### config.mk
export PLATFORM = sky130hd
export DESIGN_NAME = jtlabrun_rom_arb
export DESIGN_NICKNAME = d
export VERILOG_FILES = /design/src/rtl/jtlabrun_rom_arb_pkg.sv /design/src/rtl/jtlabrun_rom_slot.sv /design/src/rtl/jtlabrun_rom_arb.sv
export SDC_FILE = /design/constraint.sdc
export NUM_CORES = 1
export LEC_CHECK = 0
export ABC_CLOCK_PERIOD_IN_PS = 2900
export CORE_MARGIN = 5
export CORE_UTILIZATION = 30
export DETAILED_ROUTE_END_ITERATION = 10
export SLEW_MARGIN = 30
export SYNTH_ARGS = -nofsm -noshare
export SYNTH_HDL_FRONTEND = slang
export SYNTH_HIERARCHICAL = 1
export SYNTH_SLANG_ARGS = --single-unit
export TNS_END_PERCENT = 30
### constraint.sdc
create_clock -name clk -period 2.9 [get_ports clk]
set_input_delay 0.58 -clock clk [delete_from_list [all_inputs] [get_ports clk]]
set_output_delay 0.58 -clock clk [all_outputs]
set_load 0.03 [all_outputs]
### src/rtl/jtlabrun_rom_arb_pkg.sv
// ============================================================================
// jtlabrun_rom_arb_pkg : shared encodings and default SDRAM offsets for the
//                        Labyrinth Runner ROM arbiter.
// Rev 1.0
// ============================================================================
`default_nettype none

package jtlabrun_rom_arb_pkg;

   typedef enum logic [1:0] {
      ST_IDLE = 2'd0,
      ST_REQ  = 2'd1,
      ST_WAIT = 2'd2
   } state_t;

   typedef enum logic [1:0] {
      CL_CPU = 2'd0,
      CL_GFX = 2'd1,
      CL_OBJ = 2'd2
   } client_t;

   localparam logic [21:0] DEF_CPU_OFFSET = 22'h00000;
   localparam logic [21:0] DEF_GFX_OFFSET = 22'h10000;
   localparam logic [21:0] DEF_OBJ_OFFSET = 22'h90000;

   function automatic int max3(input int a, input int b, input int c);
      int m;
      m = (a > b) ? a : b;
      return (m > c) ? m : c;
   endfunction

endpackage

`default_nettype wire

### src/rtl/jtlabrun_rom_slot.sv
// ============================================================================
// jtlabrun_rom_slot : one-entry ROM cache (tag/valid/data) with hit compare
//                     and an arbiter-driven write port.
// Rev 1.0
// ============================================================================
`default_nettype none

module jtlabrun_rom_slot #(
   parameter int AW = 18,
   parameter int DW = 32
) (
   input  logic          clk,
   input  logic          rst,
   input  logic          cs,
   input  logic [AW-1:0] addr,
   output logic [DW-1:0] data,
   output logic          ok,
   input  logic          we,
   input  logic [AW-1:0] wr_tag,
   input  logic [DW-1:0] wr_data
);

   logic          valid;
   logic [AW-1:0] tag;

   always_ff @(posedge clk) begin
      if (rst) begin
         valid <= 1'b0;
         tag   <= '0;
         data  <= '0;
      end else if (we) begin
         valid <= 1'b1;
         tag   <= wr_tag;
         data  <= wr_data;
      end
   end

   assign ok = cs & valid & (addr == tag);

endmodule

`default_nettype wire

### src/rtl/jtlabrun_rom_arb.sv
// ============================================================================
// jtlabrun_rom_arb : shares one SDRAM read port between CPU, tile and object
//                    ROM caches; CPU has priority, GFX/OBJ alternate.
// Rev 1.0
// ============================================================================
`default_nettype none

module jtlabrun_rom_arb
   import jtlabrun_rom_arb_pkg::*;
#(
   parameter int                  CPU_AW     = 17,
   parameter int                  GFX_AW     = 18,
   parameter int                  OBJ_AW     = 18,
   parameter int                  SDRAM_AW   = 22,
   parameter logic [SDRAM_AW-1:0] CPU_OFFSET = SDRAM_AW'(DEF_CPU_OFFSET),
   parameter logic [SDRAM_AW-1:0] GFX_OFFSET = SDRAM_AW'(DEF_GFX_OFFSET),
   parameter logic [SDRAM_AW-1:0] OBJ_OFFSET = SDRAM_AW'(DEF_OBJ_OFFSET)
) (
   input  logic                clk,
   input  logic                rst,
   input  logic                cpu_cs,
   input  logic [CPU_AW-1:0]   cpu_addr,
   output logic [7:0]          cpu_data,
   output logic                cpu_ok,
   input  logic                gfx_cs,
   input  logic [GFX_AW-1:0]   gfx_addr,
   output logic [31:0]         gfx_data,
   output logic                gfx_ok,
   input  logic                obj_cs,
   input  logic [OBJ_AW-1:0]   obj_addr,
   output logic [31:0]         obj_data,
   output logic                obj_ok,
   output logic                sdram_req,
   output logic [SDRAM_AW-1:0] sdram_addr,
   input  logic                sdram_ack,
   input  logic                data_rdy,
   input  logic [31:0]         data_read
);

   localparam int CPU_TW = CPU_AW - 1;
   localparam int TW     = max3(CPU_TW, GFX_AW, OBJ_AW);

   state_t              state, state_nxt;
   client_t             client, client_nxt;
   logic                rr_obj, rr_obj_nxt;
   logic [TW-1:0]       tag, tag_nxt;
   logic [SDRAM_AW-1:0] addr_nxt;
   logic [SDRAM_AW-1:0] cpu_sdram, gfx_sdram, obj_sdram;
   logic                cpu_miss, gfx_miss, obj_miss;
   logic                cpu_we, gfx_we, obj_we;
   logic [15:0]         cpu_word;

   // Only the addressed 16-bit word can ever hit, so the CPU slot keeps just
   // the low half of each SDRAM read.
   jtlabrun_rom_slot #(.AW(CPU_TW), .DW(16)) u_cpu_slot (
      .clk     (clk),
      .rst     (rst),
      .cs      (cpu_cs),
      .addr    (cpu_addr[CPU_AW-1:1]),
      .data    (cpu_word),
      .ok      (cpu_ok),
      .we      (cpu_we),
      .wr_tag  (tag[CPU_TW-1:0]),
      .wr_data (data_read[15:0])
   );

   jtlabrun_rom_slot #(.AW(GFX_AW), .DW(32)) u_gfx_slot (
      .clk     (clk),
      .rst     (rst),
      .cs      (gfx_cs),
      .addr    (gfx_addr),
      .data    (gfx_data),
      .ok      (gfx_ok),
      .we      (gfx_we),
      .wr_tag  (tag[GFX_AW-1:0]),
      .wr_data (data_read)
   );

   jtlabrun_rom_slot #(.AW(OBJ_AW), .DW(32)) u_obj_slot (
      .clk     (clk),
      .rst     (rst),
      .cs      (obj_cs),
      .addr    (obj_addr),
      .data    (obj_data),
      .ok      (obj_ok),
      .we      (obj_we),
      .wr_tag  (tag[OBJ_AW-1:0]),
      .wr_data (data_read)
   );

   assign cpu_data  = cpu_addr[0] ? cpu_word[15:8] : cpu_word[7:0];
   assign cpu_miss  = cpu_cs & ~cpu_ok;
   assign gfx_miss  = gfx_cs & ~gfx_ok;
   assign obj_miss  = obj_cs & ~obj_ok;
   assign cpu_sdram = CPU_OFFSET + SDRAM_AW'(cpu_addr[CPU_AW-1:1]);
   assign gfx_sdram = GFX_OFFSET + SDRAM_AW'({gfx_addr, 1'b0});
   assign obj_sdram = OBJ_OFFSET + SDRAM_AW'({obj_addr, 1'b0});
   assign sdram_req = (state == ST_REQ);

   always_ff @(posedge clk) begin
      if (rst) begin
         state      <= ST_IDLE;
         client     <= CL_CPU;
         rr_obj     <= 1'b0;
         tag        <= '0;
         sdram_addr <= '0;
      end else begin
         state      <= state_nxt;
         client     <= client_nxt;
         rr_obj     <= rr_obj_nxt;
         tag        <= tag_nxt;
         sdram_addr <= addr_nxt;
      end
   end

   always_comb begin
      state_nxt  = state;
      client_nxt = client;
      rr_obj_nxt = rr_obj;
      tag_nxt    = tag;
      addr_nxt   = sdram_addr;
      cpu_we     = 1'b0;
      gfx_we     = 1'b0;
      obj_we     = 1'b0;
      case (state)
         ST_IDLE: begin
            if (cpu_miss) begin
               client_nxt = CL_CPU;
               tag_nxt    = TW'(cpu_addr[CPU_AW-1:1]);
               addr_nxt   = cpu_sdram;
               state_nxt  = ST_REQ;
            end else if (gfx_miss && (!obj_miss || !rr_obj)) begin
               client_nxt = CL_GFX;
               tag_nxt    = TW'(gfx_addr);
               addr_nxt   = gfx_sdram;
               rr_obj_nxt = 1'b1;
               state_nxt  = ST_REQ;
            end else if (obj_miss) begin
               client_nxt = CL_OBJ;
               tag_nxt    = TW'(obj_addr);
               addr_nxt   = obj_sdram;
               rr_obj_nxt = 1'b0;
               state_nxt  = ST_REQ;
            end
         end
         ST_REQ: begin
            if (sdram_ack) state_nxt = ST_WAIT;
         end
         ST_WAIT: begin
            if (data_rdy) begin
               cpu_we    = (client == CL_CPU);
               gfx_we    = (client == CL_GFX);
               obj_we    = (client == CL_OBJ);
               state_nxt = ST_IDLE;
            end
         end
         default: state_nxt = ST_IDLE;
      endcase
   end

endmodule

`default_nettype wire

Word level (Yosys, flattened, before mapping)
Cells that the tools add are included.
{"block": "word_totals", "ff_bits": 180, "latch_bits": 0, "ramBits": 0, "rom_bits": 0, "inputBits": 92, "out_inout_bits": 98, "word_cells": 74, "memories": 0}
{"block": "classes", "add_sub_neg": 2, "mul": 0, "n_div": 0, "n_lt_le_gt_ge": 0, "n_eq_ne": 10, "n_shift": 0, "muxes": 24, "bitwise": 13, "reduce_logical": 11}
{"cell": "two-way mux 22 bit", "count": 3}
{"cell": "two-way mux 18 bit", "count": 3}
{"cell": "== test 18 bit", "count": 2}
{"cell": "adder 20 x 19 -> 21 bit (first input constant)", "count": 1}
{"cell": "adder 17 x 19 -> 20 bit (first input constant)", "count": 1}
{"cell": "== test 16 bit", "count": 1}
{"cell": "two-way mux 2 bit", "count": 8}
{"cell": "bitwise AND 1 bit", "count": 9}
{"cell": "two-way mux 1 bit", "count": 8}
{"cell": "two-way mux 8 bit", "count": 1}
{"cell": "case mux 2 bit (3 select lines)", "count": 1}
{"cell": "AND reduction 3 bit", "count": 2}
{"cell": "== test 2 x 1 -> 1 bit (second input constant)", "count": 2}
{"cell": "== test 2 bit (second input constant)", "count": 2}
{"cell": "zero test 2 bit", "count": 2}
{"cell": "!= test 4 bit (second input constant)", "count": 1}
{"cell": "NOT 1 bit", "count": 4}
{"cell": "nonzero test 3 bit", "count": 1}
{"cell": "zero test 1 bit", "count": 2}
{"cell": "!= test 2 x 1 -> 1 bit (second input constant)", "count": 1}
{"cell": "!= test 2 bit (second input constant)", "count": 1}
{"cell": "AND reduction 2 bit", "count": 1}
{"cell": "nonzero test 2 bit", "count": 1}
{"cell": "logical AND 1 bit", "count": 1}
{"cell": "logical OR 1 bit", "count": 1}

Depth between registers and ports, before layout
Gate-level depths: netlist of the first run.
{"block": "depth", "word_depth": 10, "depth_mapped": 11, "mapped_depth_nobuf": 8}

Hierarchy
The synthesis of the first run kept the hierarchy.
{"mod": "jtlabrun_rom_slot at u_gfx_slot ...", "instances": 2, "cells_per_inst": 190, "area_per_inst_um2": 1986.9}
{"mod": "jtlabrun_rom_arb", "instances": 1, "cells_per_inst": 262, "area_per_inst_um2": 2308.5}
{"mod": "jtlabrun_rom_slot at u_cpu_slot", "instances": 1, "cells_per_inst": 129, "area_per_inst_um2": 1326.3}

Least setup slack after synthesis of the first run
Ideal clock, no wire load.
{"block": "synth_timing", "path_kind": "input port to flip-flop", "start": "input cpu_addr[10]", "end": "register sdram_addr[10]", "arrival_ps": 3013, "required_time_ps": 2809, "setup_slack_ps": -204, "cell_stages": 9, "cell_sequence": "xnor2_1 > nand4_1 > or4_1 > nor4_2 > nand2b_1 > buf_2 > buf_1 > a31oi_1 > a311oi_1"}
{"block": "synth_via", "elab_chain_len": 6, "elab_cells_between_ends": 7}
{"item": "from (decl)", "line_no": "jtlabrun_rom_arb.sv:22", "source": "input logic [CPU_AW-1:0] cpu_addr,"}
{"item": "== test 16 bit *", "line_no": "jtlabrun_rom_slot.sv:38", "source": "assign ok = cs & valid & (addr == tag);"}
{"item": "bitwise AND 1 bit *", "line_no": "jtlabrun_rom_slot.sv:38"}
{"item": "named net cpu_ok", "line_no": "jtlabrun_rom_arb.sv:24", "source": "output logic cpu_ok,"}
{"item": "NOT 1 bit *", "line_no": "jtlabrun_rom_arb.sv:92", "source": "assign cpu_miss = cpu_cs & ~cpu_ok;"}
{"item": "bitwise AND 1 bit *", "line_no": "jtlabrun_rom_arb.sv:92"}
{"item": "nonzero test 3 bit (no source line)"}
{"item": "AND reduction 2 bit (no source line)"}
{"item": "to (signal assigned)", "line_no": "jtlabrun_rom_arb.sv:112", "source": "sdram_addr <= addr_nxt;"}
{"item": "to (decl)", "line_no": "jtlabrun_rom_arb.sv:34", "source": "output logic [SDRAM_AW-1:0] sdram_addr,"}
Mark *: on every way through the listed nets, which the timed path passes. The rest lies on a longest branch.
A chain may end at the register's enable or synchronous reset.

==> impl_metrics.env, run 1 <==
export IMPL_status="finished, final reports clean"
export IMPL_crit_fanout=16
export IMPL_start_kind="primary input"
export IMPL_core_area_um2=25100
export IMPL_numCtsBuffers=17
export IMPL_gr_max_usage_layer="met2"
export IMPL_cts_max_level=4
export IMPL_max_stage_delay_ns=0.49
export IMPL_worstPathRequired_ns=3.16
export IMPL_via_count=6359
export IMPL_syn2layout_area_growth_pct=43.9
export IMPL_finalWirelength_um=23300
export IMPL_antenna_found_initial=3
export IMPL_ys_seq_area_share_pct=47.1
export IMPL_fin_crit_ns=2.83
export IMPL_synth_edf_count=0
export IMPL_portBuffers=188
export IMPL_num_rows=58
export IMPL_globalplace_congestion=0.832
export IMPL_detail_route_antenna_nets=0
export IMPL_finalClockSkew_ns=0.0121
export IMPL_max_cap_violations=0
export IMPL_final_cell_mix="178 x dfxtp_1, 172 x nor2_1, 147 x clkdlybuf4s50_1"
export IMPL_design_power_total_mw=5.60
export IMPL_grt_pass1_wl_um=36200
export IMPL_power_density_nw_per_um2=511
export IMPL_finalHoldViolations=0
export IMPL_met3_usage_pct=4.87
export IMPL_drtPass1Iterations=5
export IMPL_met2_usage_pct=26.1
export IMPL_met1_usage_pct=20.8
export IMPL_viasPerCell=4.80
export IMPL_syn_area_per_cell_um2=9.87
export IMPL_initial_core_util_pct=30.3
export IMPL_ir_drop_mv=0.326
export IMPL_synth_cell_type_count=47
export IMPL_postCtsHoldBufs=0
export IMPL_setup_viol=0
export IMPL_p_leak_nw=4.15
export IMPL_critical_path_class="in -> reg"
export IMPL_synthFlopType="dfxtp_1"
export IMPL_io_pins=190
export IMPL_clk_path_buf_depth=2
export IMPL_grt_pass1_vias=6384
export IMPL_die_area_um2=28600
export IMPL_crit_path_cell_trace="clkdlybuf4s50_1 > xor2_1 > nor4_2 > nand4_1 > nor4_4 > buf_4 > buf_4 > nor2b_1 > o31a_2 > buf_4 > nor2_1 > a311oi_2"
export IMPL_grt_max_degree=104
export IMPL_tritoncts="yes"
export IMPL_synthArstFlopShare_pct=0
export IMPL_path_clk_slew_ns=0.06
export IMPL_crit_top_cell="buf_4"
export IMPL_utilization_pct=43.6
export IMPL_critPathSlowestCell="clkdlybuf4s50_1"
export IMPL_setup_tns_ns=0
export IMPL_syn_instance_count=771
export IMPL_rsz0062_at_grt="yes"
export IMPL_drc=0
export IMPL_nets=1076
export IMPL_period_share_pct=97.6
export IMPL_dr_first_iter_drc_count=400
export IMPL_insertion_delay_ns=0.43
export IMPL_stdcell_area_um2=10900
export IMPL_slew_headroom_pct=41.9
export IMPL_ys_warn_count=6
export IMPL_reg2reg_setup_slack_ns=0.19
export IMPL_worst_slew_pin_slew_ns=0.871
export IMPL_cts_sinks=179
export IMPL_cts_root_buf="clkbuf_16"
export IMPL_final_max_slew_violation_count=0
export IMPL_syn_num_nets=866
export IMPL_die_w_um=169
export IMPL_ys_ff_latch=179
export IMPL_endpoint_kind="flop"
export IMPL_track_usage_pct=16.0
export IMPL_layout_drive_gt1_share_pct=14.6
export IMPL_fmax_ghz=0.353
export IMPL_synthesis_area_um2=7610
export IMPL_wl_per_cell_um=17.6
export IMPL_overflow=0
export IMPL_placed_cell_area_um2=10200
export IMPL_die_h_um=169
export IMPL_mostFrequentLayoutCell="dfxtp_1"
export IMPL_hp_class="reg -> reg"
export IMPL_crit_arrival_ns=3.09
export IMPL_dp_hpwl_um=16600
[state kept, by name, indices dropped and copies added, names as in the netlist, 2 cells and up]
signal	flops
u_cpu_slot/data	16
u_gfx_slot/data	32
client	2
u_obj_slot/tag	18
u_obj_slot/data	32
tag	18
u_cpu_slot/tag	16
sdram_addr	21
state	2
u_gfx_slot/tag	18
[stage by stage]
stage / setup slack [ns] / hold slack [ns] / std cells
after floorplan: 0.00601 / 0.434 / 771
after global placement: -0.620 / 0.447 / 1291
after detailed placement: -0.601 / 0.450 / 1291
after CTS: -0.123 / 0.459 / 1325
after global routing: -0.0289 / 0.484 / 1325
final: 0.0689 / 0.459 / 1325
[layout make-up]
cell class | count | area [µm²]
clock inverter | 13 | 125
clock buffer | 19 | 443
timing repair buffer | 252 | 2510
tap | 330 | 413
antenna | 1 | 2.50
multi-input combinational | 530 | 3870
inverter | 1 | 3.75
fill | 2476 | 14200
sequential | 179 | 3580
[per-layer routing]
| layer | wire, µm | part of all wire (%) |
|---|---|---|
| met5 | 14 | 0.060 |
| met4 | 222 | 0.95 |
| met3 | 1790 | 7.7 |
| met2 | 10800 | 46 |
| met1 | 10500 | 45 |
[power by group]
part           total, mW  switching, mW  internal, mW
clock               2.25           1.03          1.22
sequential          2.60         0.0679          2.53
combinational      0.753          0.404         0.348
[cell families (layout without fill, tap and decap cells)]
logic type,Yosys count,in the layout,share of synthesized area [%]
AO/OA/AOI/OAI,84,84,8.65
XOR/XNOR,53,53,6.10
adder cells (fa/ha/maj),3,3,0.493
buffers and inverters,62,285,4.21
flip-flops,179,179,47.1
multiplexers,140,140,18.5
other,1,2,0.0493
AND/OR/NAND/NOR,249,249,14.8
[path summary, 6_finish.rpt]
check | startpoint | end | cells past startpoint
max | obj_addr[1] | tag[8]$_SDFFE_PP0P_ | 12
min | sdram_addr[20]$_SDFFE_PP0P_ | sdram_addr[20]$_SDFFE_PP0P_ | 2
max reg2reg | u_cpu_slot/tag[10]$_SDFFE_PP0P_ | tag[8]$_SDFFE_PP0P_ | 11
min reg2reg | sdram_addr[20]$_SDFFE_PP0P_ | sdram_addr[20]$_SDFFE_PP0P_ | 2
[cells in the mapped netlist (all sizes together) (3+ instances only)]
cell type | count | share of area [%]
nand2 | 22 | 1.1
o21ai | 7 | 0.46
a31oi | 16 | 1.3
and4 | 14 | 1.6
nand4 | 6 | 0.49
mux2i | 132 | 17
xor2 | 39 | 4.5
xnor2 | 14 | 1.6
a21oi | 16 | 1.1
clkbuf | 27 | 1.3
nand3 | 5 | 0.33
nor2 | 172 | 8.5
buf | 34 | 2.8
nand2b | 3 | 0.25
nor4 | 13 | 1.3
a2bb2oi | 3 | 0.35
mux2 | 8 | 1.2
nor2b | 4 | 0.33
dfxtp | 179 | 47
ha | 3 | 0.49
a311oi | 27 | 3.8
[worst max-delay path: cells and delay by family]
family | cells | cell delay (ns)
AND/OR/NAND/NOR | 5 | 0.87
XOR/XNOR | 1 | 0.19
AO/OA/AOI/OAI | 2 | 0.46
buffers and inverters | 4 | 0.99
[repair_timing]
item	4_1_cts	5_1_grt
endpoints found under the setup margin	33	37
pin swaps	6	17
setup buffers	2	0
resized for setup	21	41
(Power assumes the default switching activity.)
==> inputs of run 2 (changes only) <==
Settings changed: DONT_BUFFER_PORTS set to 1.
==> impl_metrics.env, run 2 (same netlist as run 1, synthesis figures left out) <==
export IMPL_status="finished, final reports clean"
export IMPL_detail_route_antenna_nets=0
export IMPL_p_leak_nw=3.01
export IMPL_finalWirelength_um=21700
export IMPL_max_cap_violations=0
export IMPL_intPower_mw=3.91
export IMPL_antenna_found_initial=0
export IMPL_slew_headroom_pct=51.1
export IMPL_hp_start="rst"
export IMPL_hp_class="in -> reg"
export IMPL_top_regs="u_gfx_slot/data (32), u_obj_slot/data (32), sdram_addr (21)"
export IMPL_grt_pass1_wl_um=32800
export IMPL_grt_max_degree=179
export IMPL_fillers=2538
export IMPL_cts_max_level=4
export IMPL_critical_path_class="reg -> out"
export IMPL_period_share_pct=97.4
export IMPL_insertion_delay_ns=0.43
export IMPL_drtPass1Iterations=4
export IMPL_die_w_um=169
export IMPL_track_usage_pct=14.8
export IMPL_worst_slew_pin_slew_ns=0.733
export IMPL_design_power_total_mw=5.32
export IMPL_dr_first_iter_drc_count=383
export IMPL_initial_core_util_pct=30.3
export IMPL_die_h_um=169
export IMPL_final_cell_mix="177 x dfxtp_1, 172 x nor2_1, 132 x mux2i_1"
export IMPL_finalHoldViolations=0
export IMPL_io_pins=190
export IMPL_finalClockSkew_ns=0.0146
export IMPL_layout_drive_gt1_share_pct=12.9
export IMPL_fmax_ghz=0.354
export IMPL_portBuffers=0
export IMPL_crit_start="u_obj_slot/tag[15]$_SDFFE_PP0P_"
export IMPL_ir_drop_mv=0.349
export IMPL_endpoint_kind="output pin"
export IMPL_worstPathRequired_ns=2.32
export IMPL_numCtsBuffers=17
export IMPL_tritoncts="yes"
export IMPL_globalplace_congestion=0.837
export IMPL_sw_frac_of_total_pct=26.5
export IMPL_die_area_um2=28600
export IMPL_wl_per_cell_um=19.6
export IMPL_cts_sinks=179
export IMPL_fin_crit_ns=2.83
export IMPL_core_area_um2=25100
export IMPL_multi_input_area_um2=3800
export IMPL_final_max_slew_violation_count=0
export IMPL_pwr_share_comb_pct=7.1
export IMPL_crit_arrival_ns=2.25
export IMPL_drc=0
export IMPL_via_count=5458
export IMPL_crit_fanout=3
export IMPL_path_clk_slew_ns=0.08
export IMPL_dp_hpwl_um=15200
export IMPL_overflow=0
export IMPL_nets=856
export IMPL_mostFrequentLayoutCell="dfxtp_1"
export IMPL_rr_startpoint="u_obj_slot/tag[15]$_SDFFE_PP0P_"
export IMPL_cts_root_buf="clkbuf_16"
export IMPL_setup_tns_ns=0
export IMPL_start_kind="flop"
export IMPL_rsz0062_at_grt="yes"
export IMPL_diodes=0
export IMPL_viasPerCell=4.94
export IMPL_grt_pass1_vias=5544
export IMPL_clk_path_buf_depth=2
export IMPL_power_density_nw_per_um2=611
export IMPL_utilization_pct=34.7
export IMPL_num_rows=58
export IMPL_seqPwrFrac_pct=50.1
export IMPL_seq_area_um2=3590
export IMPL_syn2layout_area_growth_pct=14.4
export IMPL_setup_viol=0
export IMPL_power_net_switching_mw=1.41
export IMPL_clkPwrFrac_pct=42.8
## run 2: cell types whose count changed in the layout (fill, tap and decap cells not counted), sizes merged
cell	delta
dlygate4sd2	-9
inv	+4
diode	-1
clkinv	-4
clkdlybuf4s50	-147
clkbuf	-4
clkinvlp	+2
dlymetal6s2s	-26
buf	-36
## run 2: repair_timing
action / 4_1_cts / 5_1_grt
setup endpoints to repair: 2 / 3
pin swaps: 1 / 5
resized for setup: 3 / 10
setup buffers: 0 / 1
hold buffers: 0 / 0
## run 2: worst max-delay path, cell delays in order, from the launching register on
cell and delay [ns]:
dfxtp_1 0.32, xor2_1 0.17, nor4_2 0.42, nand4_1 0.24
nor4_4 0.37, buf_4 0.19, buf_8 0.13
## run 2: metrics by stage
| step | instances | area (µm²) | hold slack [ns] | setup WS, ns |
|---|---|---|---|---|
| finish | 1104 | 8700 | 0.220 | 0.0745 |
| global route | 1104 | 8700 | 0.195 | -0.0312 |
| CTS | 1103 | 8640 | 0.199 | 0.0658 |
| detailed placement | 1071 | 8060 | 0.453 | -0.146 |
| global placement | 1071 | 8060 | 0.448 | -0.0807 |
| floorplan | 771 | 7630 | 0.434 | 0.00601 |
## run 2: area by class of cell
type / instances / area share (%)
multi-input cells: 530 / 43.7
clock buffers: 17 / 4.89
well taps: 330 / 4.75
clock inverters: 15 / 1.67
repair buffers: 32 / 3.75
flip-flops and latches: 179 / 41.2
inverters: 1 / 0.0431
## run 2: per-layer routing
metal / global-route usage, % / share of wire (%)
met1: 18.3 / 42
met2: 23.3 / 45
met3: 7.29 / 12
met4: 3.33 / 1.1
met5: 0 / 0
## run 2: final timing paths
check,cells past startpoint,slack (ns),endpoint
setup / recovery,6,0.07,obj_ok
hold / removal,1,0.22,u_obj_slot/data[9]$_SDFFE_PP0P_
setup reg to reg,9,0.19,sdram_addr[10]$_SDFFE_PP0P_
hold reg to reg,2,0.47,u_gfx_slot/valid$_SDFFE_PP0P_
## run 2: power by group through the flow
stage / combinational [mW] / clock (mW) / sequential (mW)
floorplan: 0.316 / 0 / 2.69
global placement: 0.363 / 0 / 2.73
detailed placement: 0.370 / 0 / 2.73
CTS: 0.372 / 2.36 / 2.67
global route: 0.410 / 2.46 / 2.68
finish: 0.376 / 2.28 / 2.67
